$ cat config.mk
export PLATFORM = sky130hd
export DESIGN_NAME = ram_port_arbiter_flat
export DESIGN_NICKNAME = d
export VERILOG_FILES = /design/src/rtl/arm_mem_pkg.sv /design/src/rtl/ram_port_arbiter_if.sv /design/src/rtl/mem_tag_pipe.sv /design/src/rtl/ram_port_arbiter.sv /design/src/flat_wrapper.sv
export SDC_FILE = /design/constraint.sdc
export NUM_CORES = 1
export LEC_CHECK = 0
export CAP_MARGIN = 20
export CELL_PAD_IN_SITES_DETAIL_PLACEMENT = 1
export CELL_PAD_IN_SITES_GLOBAL_PLACEMENT = 1
export CORE_MARGIN = 2
export CORE_UTILIZATION = 13
export CTS_CLUSTER_SIZE = 14
export DETAILED_ROUTE_END_ITERATION = 12
export PLACE_DENSITY_LB_ADDON = 0.3
export SLEW_MARGIN = 20
export SYNTH_ARGS = -nofsm -noshare
export SYNTH_HDL_FRONTEND = slang
export SYNTH_SLANG_ARGS = --single-unit
$ cat constraint.sdc
create_clock -name clk -period 3.1 [get_ports clk]
set_input_delay 0.62 -clock clk [delete_from_list [all_inputs] [get_ports clk]]
set_output_delay 0.62 -clock clk [all_outputs]
set_load 0.005 [all_outputs]
$ cat src/rtl/arm_mem_pkg.sv
// arm_mem_pkg: shared types and default widths for the unified RAM arbiter
package arm_mem_pkg;
  localparam int MEM_ADDR_W = 8;
  localparam int MEM_DATA_W = 32;
  typedef enum logic [1:0] {OWN_NONE, OWN_IF, OWN_D} owner_t;
  typedef enum logic {FAVOR_D, FAVOR_I} favor_t;
endpackage

$ cat src/rtl/ram_port_arbiter_if.sv
// ram_port_arbiter_if: fetch, data and RAM signals shared by the arbiter and its neighbours
interface ram_port_arbiter_if #(
  parameter int ADDR_W = arm_mem_pkg::MEM_ADDR_W,
  parameter int DATA_W = arm_mem_pkg::MEM_DATA_W
);
  logic              if_req;
  logic [ADDR_W-1:0] if_addr;
  logic              if_gnt;
  logic              if_rvalid;
  logic [DATA_W-1:0] if_rdata;
  logic              d_req;
  logic              d_we;
  logic [ADDR_W-1:0] d_addr;
  logic [DATA_W-1:0] d_wdata;
  logic              d_gnt;
  logic              d_rvalid;
  logic [DATA_W-1:0] d_rdata;
  logic [ADDR_W-1:0] ram_addr;
  logic [DATA_W-1:0] ram_wdata;
  logic              ram_w_en;
  logic [DATA_W-1:0] ram_rdata;
  modport slave (
    input  if_req, if_addr, d_req, d_we, d_addr, d_wdata, ram_rdata,
    output if_gnt, if_rvalid, if_rdata, d_gnt, d_rvalid, d_rdata, ram_addr, ram_wdata, ram_w_en
  );
  modport master (
    output if_req, if_addr, d_req, d_we, d_addr, d_wdata, ram_rdata,
    input  if_gnt, if_rvalid, if_rdata, d_gnt, d_rvalid, d_rdata, ram_addr, ram_wdata, ram_w_en
  );
endinterface

$ cat src/rtl/mem_tag_pipe.sv
// mem_tag_pipe: DEPTH-stage owner tag shift register tracking reads through the RAM latency
module mem_tag_pipe
  import arm_mem_pkg::*;
#(
  parameter int DEPTH = 2
) (
  input  logic   clk,
  input  logic   rst,
  input  owner_t tag_i,
  output owner_t tag_o
);
  owner_t stage_q [DEPTH];
  always_ff @(posedge clk or posedge rst)
    if (rst) begin
      for (int i = 0; i < DEPTH; i++) stage_q[i] <= OWN_NONE;
    end else begin
      stage_q[0] <= tag_i;
      for (int i = 1; i < DEPTH; i++) stage_q[i] <= stage_q[i-1];
    end
  assign tag_o = stage_q[DEPTH-1];
endmodule

$ cat src/rtl/ram_port_arbiter.sv
// ram_port_arbiter: shares the single-port RAM between fetch and data requesters,
// routing each read return back to its issuer after RD_LAT cycles.
module ram_port_arbiter
  import arm_mem_pkg::*;
#(
  parameter int RD_LAT     = 2,
  parameter int MAX_STARVE = 3
) (
  input logic              clk,
  input logic              rst,
  ram_port_arbiter_if.slave bus
);
  localparam int SW = $clog2(MAX_STARVE + 1);
  favor_t favor_q, favor_d;
  logic [SW-1:0] starve_q, starve_d;
  logic win_if, win_d;
  owner_t tag_in, tag_out;
  assign win_d  = !rst && bus.d_req && (favor_q == FAVOR_D || !bus.if_req);
  assign win_if = !rst && bus.if_req && !win_d;
  // Favor flips to IF in the same cycle the starve count reaches its limit
  always_comb begin
    starve_d = (!bus.if_req || win_if) ? '0 :
               (starve_q == SW'(MAX_STARVE)) ? starve_q : starve_q + 1'b1;
    favor_d  = favor_q;
    if (favor_q == FAVOR_D && starve_d == SW'(MAX_STARVE)) favor_d = FAVOR_I;
    else if (favor_q == FAVOR_I && win_if) favor_d = FAVOR_D;
  end
  always_ff @(posedge clk or posedge rst)
    if (rst) begin
      favor_q  <= FAVOR_D;
      starve_q <= '0;
    end else begin
      favor_q  <= favor_d;
      starve_q <= starve_d;
    end
  assign tag_in = win_if ? OWN_IF : (win_d && !bus.d_we) ? OWN_D : OWN_NONE;
  mem_tag_pipe #(.DEPTH(RD_LAT)) u_tags (
    .clk  (clk),
    .rst  (rst),
    .tag_i(tag_in),
    .tag_o(tag_out)
  );
  assign bus.if_gnt    = win_if;
  assign bus.d_gnt     = win_d;
  assign bus.ram_addr  = win_if ? bus.if_addr : win_d ? bus.d_addr : '0;
  assign bus.ram_wdata = rst ? '0 : bus.d_wdata;
  assign bus.ram_w_en  = win_d && bus.d_we;
  assign bus.if_rvalid = tag_out == OWN_IF;
  assign bus.d_rvalid  = tag_out == OWN_D;
  assign bus.if_rdata  = bus.if_rvalid ? bus.ram_rdata : '0;
  assign bus.d_rdata   = bus.d_rvalid ? bus.ram_rdata : '0;
endmodule

$ cat src/flat_wrapper.sv
// flat-port wrapper written by rule: the top's interface ports become plain ports
module ram_port_arbiter_flat import arm_mem_pkg::*;
#(
  parameter int RD_LAT     = 2,
  parameter int MAX_STARVE = 3
)
  (clk, rst, bus_if_req, bus_if_addr, bus_d_req, bus_d_we, bus_d_addr, bus_d_wdata, bus_ram_rdata, bus_if_gnt, bus_if_rvalid, bus_if_rdata, bus_d_gnt, bus_d_rvalid, bus_d_rdata, bus_ram_addr, bus_ram_wdata, bus_ram_w_en);
  ram_port_arbiter_if bus_i ();
  input logic clk;
  input logic rst;
  input wire logic [$bits(bus_i.if_req)-1:0] bus_if_req;
  input wire logic [$bits(bus_i.if_addr)-1:0] bus_if_addr;
  input wire logic [$bits(bus_i.d_req)-1:0] bus_d_req;
  input wire logic [$bits(bus_i.d_we)-1:0] bus_d_we;
  input wire logic [$bits(bus_i.d_addr)-1:0] bus_d_addr;
  input wire logic [$bits(bus_i.d_wdata)-1:0] bus_d_wdata;
  input wire logic [$bits(bus_i.ram_rdata)-1:0] bus_ram_rdata;
  output wire logic [$bits(bus_i.if_gnt)-1:0] bus_if_gnt;
  output wire logic [$bits(bus_i.if_rvalid)-1:0] bus_if_rvalid;
  output wire logic [$bits(bus_i.if_rdata)-1:0] bus_if_rdata;
  output wire logic [$bits(bus_i.d_gnt)-1:0] bus_d_gnt;
  output wire logic [$bits(bus_i.d_rvalid)-1:0] bus_d_rvalid;
  output wire logic [$bits(bus_i.d_rdata)-1:0] bus_d_rdata;
  output wire logic [$bits(bus_i.ram_addr)-1:0] bus_ram_addr;
  output wire logic [$bits(bus_i.ram_wdata)-1:0] bus_ram_wdata;
  output wire logic [$bits(bus_i.ram_w_en)-1:0] bus_ram_w_en;
  assign bus_i.if_req = bus_if_req;
  assign bus_i.if_addr = bus_if_addr;
  assign bus_i.d_req = bus_d_req;
  assign bus_i.d_we = bus_d_we;
  assign bus_i.d_addr = bus_d_addr;
  assign bus_i.d_wdata = bus_d_wdata;
  assign bus_i.ram_rdata = bus_ram_rdata;
  assign bus_if_gnt = bus_i.if_gnt;
  assign bus_if_rvalid = bus_i.if_rvalid;
  assign bus_if_rdata = bus_i.if_rdata;
  assign bus_d_gnt = bus_i.d_gnt;
  assign bus_d_rvalid = bus_i.d_rvalid;
  assign bus_d_rdata = bus_i.d_rdata;
  assign bus_ram_addr = bus_i.ram_addr;
  assign bus_ram_wdata = bus_i.ram_wdata;
  assign bus_ram_w_en = bus_i.ram_w_en;
  ram_port_arbiter #(.RD_LAT(RD_LAT), .MAX_STARVE(MAX_STARVE)) u_core (.clk(clk), .rst(rst), .bus(bus_i));
endmodule
# Yosys cells after proc, flatten, opt, wreduce, memory -nomap -nowiden
# Index checks and enable logic that the tools add are counted.
# word_totals
regBits	7
inputBits	85
output_inout_bits	109
wordCells	36
# op_classes
addsub	1
n_eq_ne	4
mux	11
n_bitwise	1
reduce_logical	15
# ops
op	n
$mux W32	3
$mux W8	2
$logic_and A1 B1 Y1	8
$mux W2	4
$eq A2 B2 Y1 const B	3
$logic_not A1 Y1	4
$add A2 B1 Y2 const B	1
$eq A2 B1 Y1 const B	1
$logic_or A1 B1 Y1	2
$mux W1	2
$reduce_bool A2 Y1	1
$not A1 Y1	1

# Logic depth before layout (Yosys ltp)
# depth
word_depth	10
ltp_mapped	3
mapped_depth_nobuf	2

# Hierarchy
# A second synthesis with hierarchy kept.
# unflattened
cells_unflattened	152
hier_area_um2	1083.5
# modules_own_cells
module	n_inst	cells_per_inst	area_each_um2	seq_area_each_um2
ram_port_arbiter	1	145	964.7	75.1
mem_tag_pipe	1	7	118.9	100.1

# Worst setup path before layout
# OpenSTA, ideal clock, no wires.
# synth_path
kind	in2out
from	in bus_d_req
to	out bus_ram_addr[0]
t_arrival_ns	1.186
required_time_ns	2.480
setup_slack_ns	1.294
cell_stages	3
path_cell_list	nor2b_1 > buf_2 > o32ai_1
# synth_via
elab_chain_cells	5
word_cells_on_any_way	6
cone_classes	2 x mux; 4 x reduce/logical
# synth_rtl
element	line	rtl
start, declared	flat_wrapper.sv:13	input wire logic [$bits(bus_i.d_req)-1:0] bus_d_req;
$logic_and A1 B1 Y1 * (2 in series)	ram_port_arbiter.sv:18	assign win_d = !rst && bus.d_req && (favor_q == FAVOR_D || !bus.if_req);
$logic_not A1 Y1	ram_port_arbiter.sv:19	assign win_if = !rst && bus.if_req && !win_d;
$logic_and A1 B1 Y1	ram_port_arbiter.sv:19	
$mux W8 *	ram_port_arbiter.sv:45	assign bus.ram_addr = win_if ? bus.if_addr : win_d ? bus.d_addr : '0;
end, declared	flat_wrapper.sv:24	output wire logic [$bits(bus_i.ram_addr)-1:0] bus_ram_addr;
# Mark *: on every way between the ends. The rest lies on a longest branch, timed or not.

# Worst setup path in the final report
# layout_path
from	in bus_if_req
to	out bus_ram_addr[5]
# layout_via
elab_chain_cells	6
word_cells_on_any_way	8
cone_classes	2 x mux; 6 x reduce/logical
# layout_rtl
element	line	rtl
start, declared	flat_wrapper.sv:11	input wire logic [$bits(bus_i.if_req)-1:0] bus_if_req;
$logic_not A1 Y1	ram_port_arbiter.sv:18	
$logic_or A1 B1 Y1	ram_port_arbiter.sv:18	
$logic_and A1 B1 Y1	ram_port_arbiter.sv:18	
$logic_not A1 Y1	ram_port_arbiter.sv:19	
$logic_and A1 B1 Y1	ram_port_arbiter.sv:19	
$mux W8 *	ram_port_arbiter.sv:45	
# Marks and branches as above.

==> results_dict.tcl <==
set metrics [dict create \
    syn_nets 243 \
    fin_nets 431 \
    fin_crit_ns 2.88 \
    vdd_drop_max_uv 132 \
    grt_first_pass_wirelength_mm 9.24 \
    hp-class "register to register" \
    die_x_um 98.2 \
    relSlewSlack_pct 68.9 \
    syn_avg_cell_area_sq_um 7.30 \
    setup_tns_ns 0 \
    avgViaCountPerCell 3.99 \
    syn_area_sq_um 1150 \
    num-fill-cells 1049 \
    postCtsSetupRepairBufs 0 \
    core_area_sq_um 8680 \
    synth.most_common_cell "and2_1" \
    vias 1807 \
    finalSetupViolations 0 \
    cp-end-kind "output port" \
    synthTopCellsByCount "and2_1 (64), nor2b_1 (33), nand2b_1 (17)" \
    start_util_pct 13.3 \
    worst_setup_path_start_kind "primary input" \
    skew_ns 0.00473 \
    synth_async_sr_flop_share_pct 100 \
    required_ns 2.48 \
    grt_max_degree 54 \
    gp_congestion 0.708 \
    cts_tree "built" \
    postCtsHoldBufs 0 \
    drive_gt1_share_pct 4.35 \
    worstSetupPathType "primary input to output port" \
    cts.path.max_buffers 2 \
    netlist.area_leader.share_pct 34.7 \
    outcome "complete, no violations" \
    grt_antenna_before_repair 0 \
    io_pins 194 \
    holdWs_ns 0.346 \
    cts.clk_slew.worst_paths_ns 0.04 \
    root_buffer "clkbuf_8" \
    cts_buffers 3 \
    seq_area_frac_synth_pct 15.2 \
    h-tree-depth 1 \
    rows 34 \
    wire_per_inst_um 13.0 \
    drt-total-wl_mm 5.88 \
    clk_latency_ns 0.22 \
    synth_edf_count 0 \
    synth_area_leaders "and2_1 (35%), nor2b_1 (18%), dfrtp_1 (15%)" \
    antennaDiodeCount 0 \
    synth.largest_area_cell "and2_1" \
    yosysWarningCount 0 \
    hold_violations 0 \
    cp.arrival_ns 2.26 \
    fmax_mhz 347 \
    place_hpwl_mm 5.01 \
    port_buffers 193 \
    syn2layout_area_growth_pct 181 \
    syn_inst 158 \
    maxSlewViolCount 0 \
    rsz0062_at_grt "false" \
    tightestPinTransition_ns 0.465 \
    overflow 0 \
    cts.repair.resized 0 \
    reg2reg_slack_ns 1.88 \
    p_per_area_nw_per_um2 184 \
    grt_usage_pct 11.6 \
    cap_violations 0 \
    grt_pass1_vias 1841 \
    ys.flop_type "dfrtp_1" \
    drcViolationCount 0 \
    ys_types 20 \
    leakagePower_nw 1.21 \
    postRouteAntennaNets 0 \
    cts.sinks 7 \
    detail_route.first_pass.iterations 4 \
    drt-initial-drc-count 45 \
    dieArea_sq_um 9640 \
    die_y_um 98.2 \
    path_max_fanout 11 \
    min_period_over_period_pct 92.9 \
    yosys_register_bits 7 \
]
==> path summary, 6_finish.rpt <==
path                       depth (start not counted)                       end                     start
min in group asynchronous                          3    u_core.u_tags.tag_o[0]                       rst
max in group asynchronous                          3    u_core.u_tags.tag_o[1]                       rst
min                                                0    u_core.u_tags.tag_o[0]  u_core.u_tags.stage_q[2]
min reg2reg                                        0    u_core.u_tags.tag_o[0]  u_core.u_tags.stage_q[2]
max                                                4           bus_ram_addr[5]                bus_if_req
max reg2reg                                        3  u_core.u_tags.stage_q[2]            u_core.favor_q
==> stage by stage <==
stage / instance area [sq um] / std cells / setup WS [ns] / total power, mW / utilization [%]
3_3_place_gp: 3190 / 449 / 0.0348 / 0.472 / 36.8
4_1_cts: 3240 / 453 / 0.0464 / 0.603 / 37.3
6_report: 3240 / 453 / 0.220 / 0.595 / 37.3
3_5_place_dp: 3190 / 449 / 0.0311 / 0.474 / 36.8
2_1_floorplan: 1150 / 158 / 1.29 / 0.221 / -
5_1_grt: 3240 / 453 / 0.00625 / 0.640 / 37.3
==> state kept, by name, summed over array words and instances, names as in the netlist <==
signal / cells
u_core.favor_q: 1
u_core.u_tags.stage_q: 2
u_core.u_tags.tag_o: 2
u_core.starve_q: 2
==> power breakdown <==
part / internal (mW) / switching, mW / leakage [nW]
Sequential: 0.100 / 0.00657 / 0.0929
Clock: 0.0888 / 0.0376 / 0.0228
Combinational: 0.247 / 0.114 / 1.09
Total: 0.437 / 0.159 / 1.21
==> worst max-delay path, cell delays in order <==
cell	delay, ns
clkdlybuf4s50_1	0.52
inv_1	0.22
o32ai_1	0.35
clkdlybuf4s50_1	0.55
==> layer usage <==
layer / wire, um / GRT usage [%] / vias to the layer above
met5: 0 / 0 / -
met4: 47 / 2.53 / 0
met3: 896 / 5.37 / 2
met2: 2650 / 19.3 / 146
met1: 2290 / 13.9 / 784
li1: - / - / 875
==> final cells by class <==
class,count,area (sq um),area share (%)
tap,108,135,4.17
clock buffer,4,45.0,1.39
inverter,3,11.3,0.348
multi-input combinational,134,897,27.7
sequential,7,175,5.41
timing repair buffer,197,1970,61.0
==> kinds of logic after synthesis <==
logic type | count (synthesis) | share of synthesized area [%]
and+or+nand+nor | 121 | 65.3
buffers and inverters | 17 | 7.27
AOI/OAI and AO/OA | 13 | 12.3
DFF | 7 | 15.2
==> layout by cell type (no fill, tap or decap) <==
master	netlist	final
nor2b_2	0	1
a21oi_1	1	1
a211oi_2	1	1
nor2b_1	33	32
a21bo_2	1	1
nand2b_1	17	17
nor3_1	2	2
and2b_1	2	2
nor3b_1	1	1
clkbuf_1	2	1
and2_1	64	64
a31oi_1	1	1
clkdlybuf4s50_1	0	193
buf_4	2	3
dfrtp_1	7	7
inv_1	2	2
o32ai_2	3	3
nor2_1	2	2
clkbuf_8	0	3
buf_12	0	1
inv_2	1	1
o32ai_1	5	5
a221oi_2	1	1
Power figures use the tool's default switching activity.
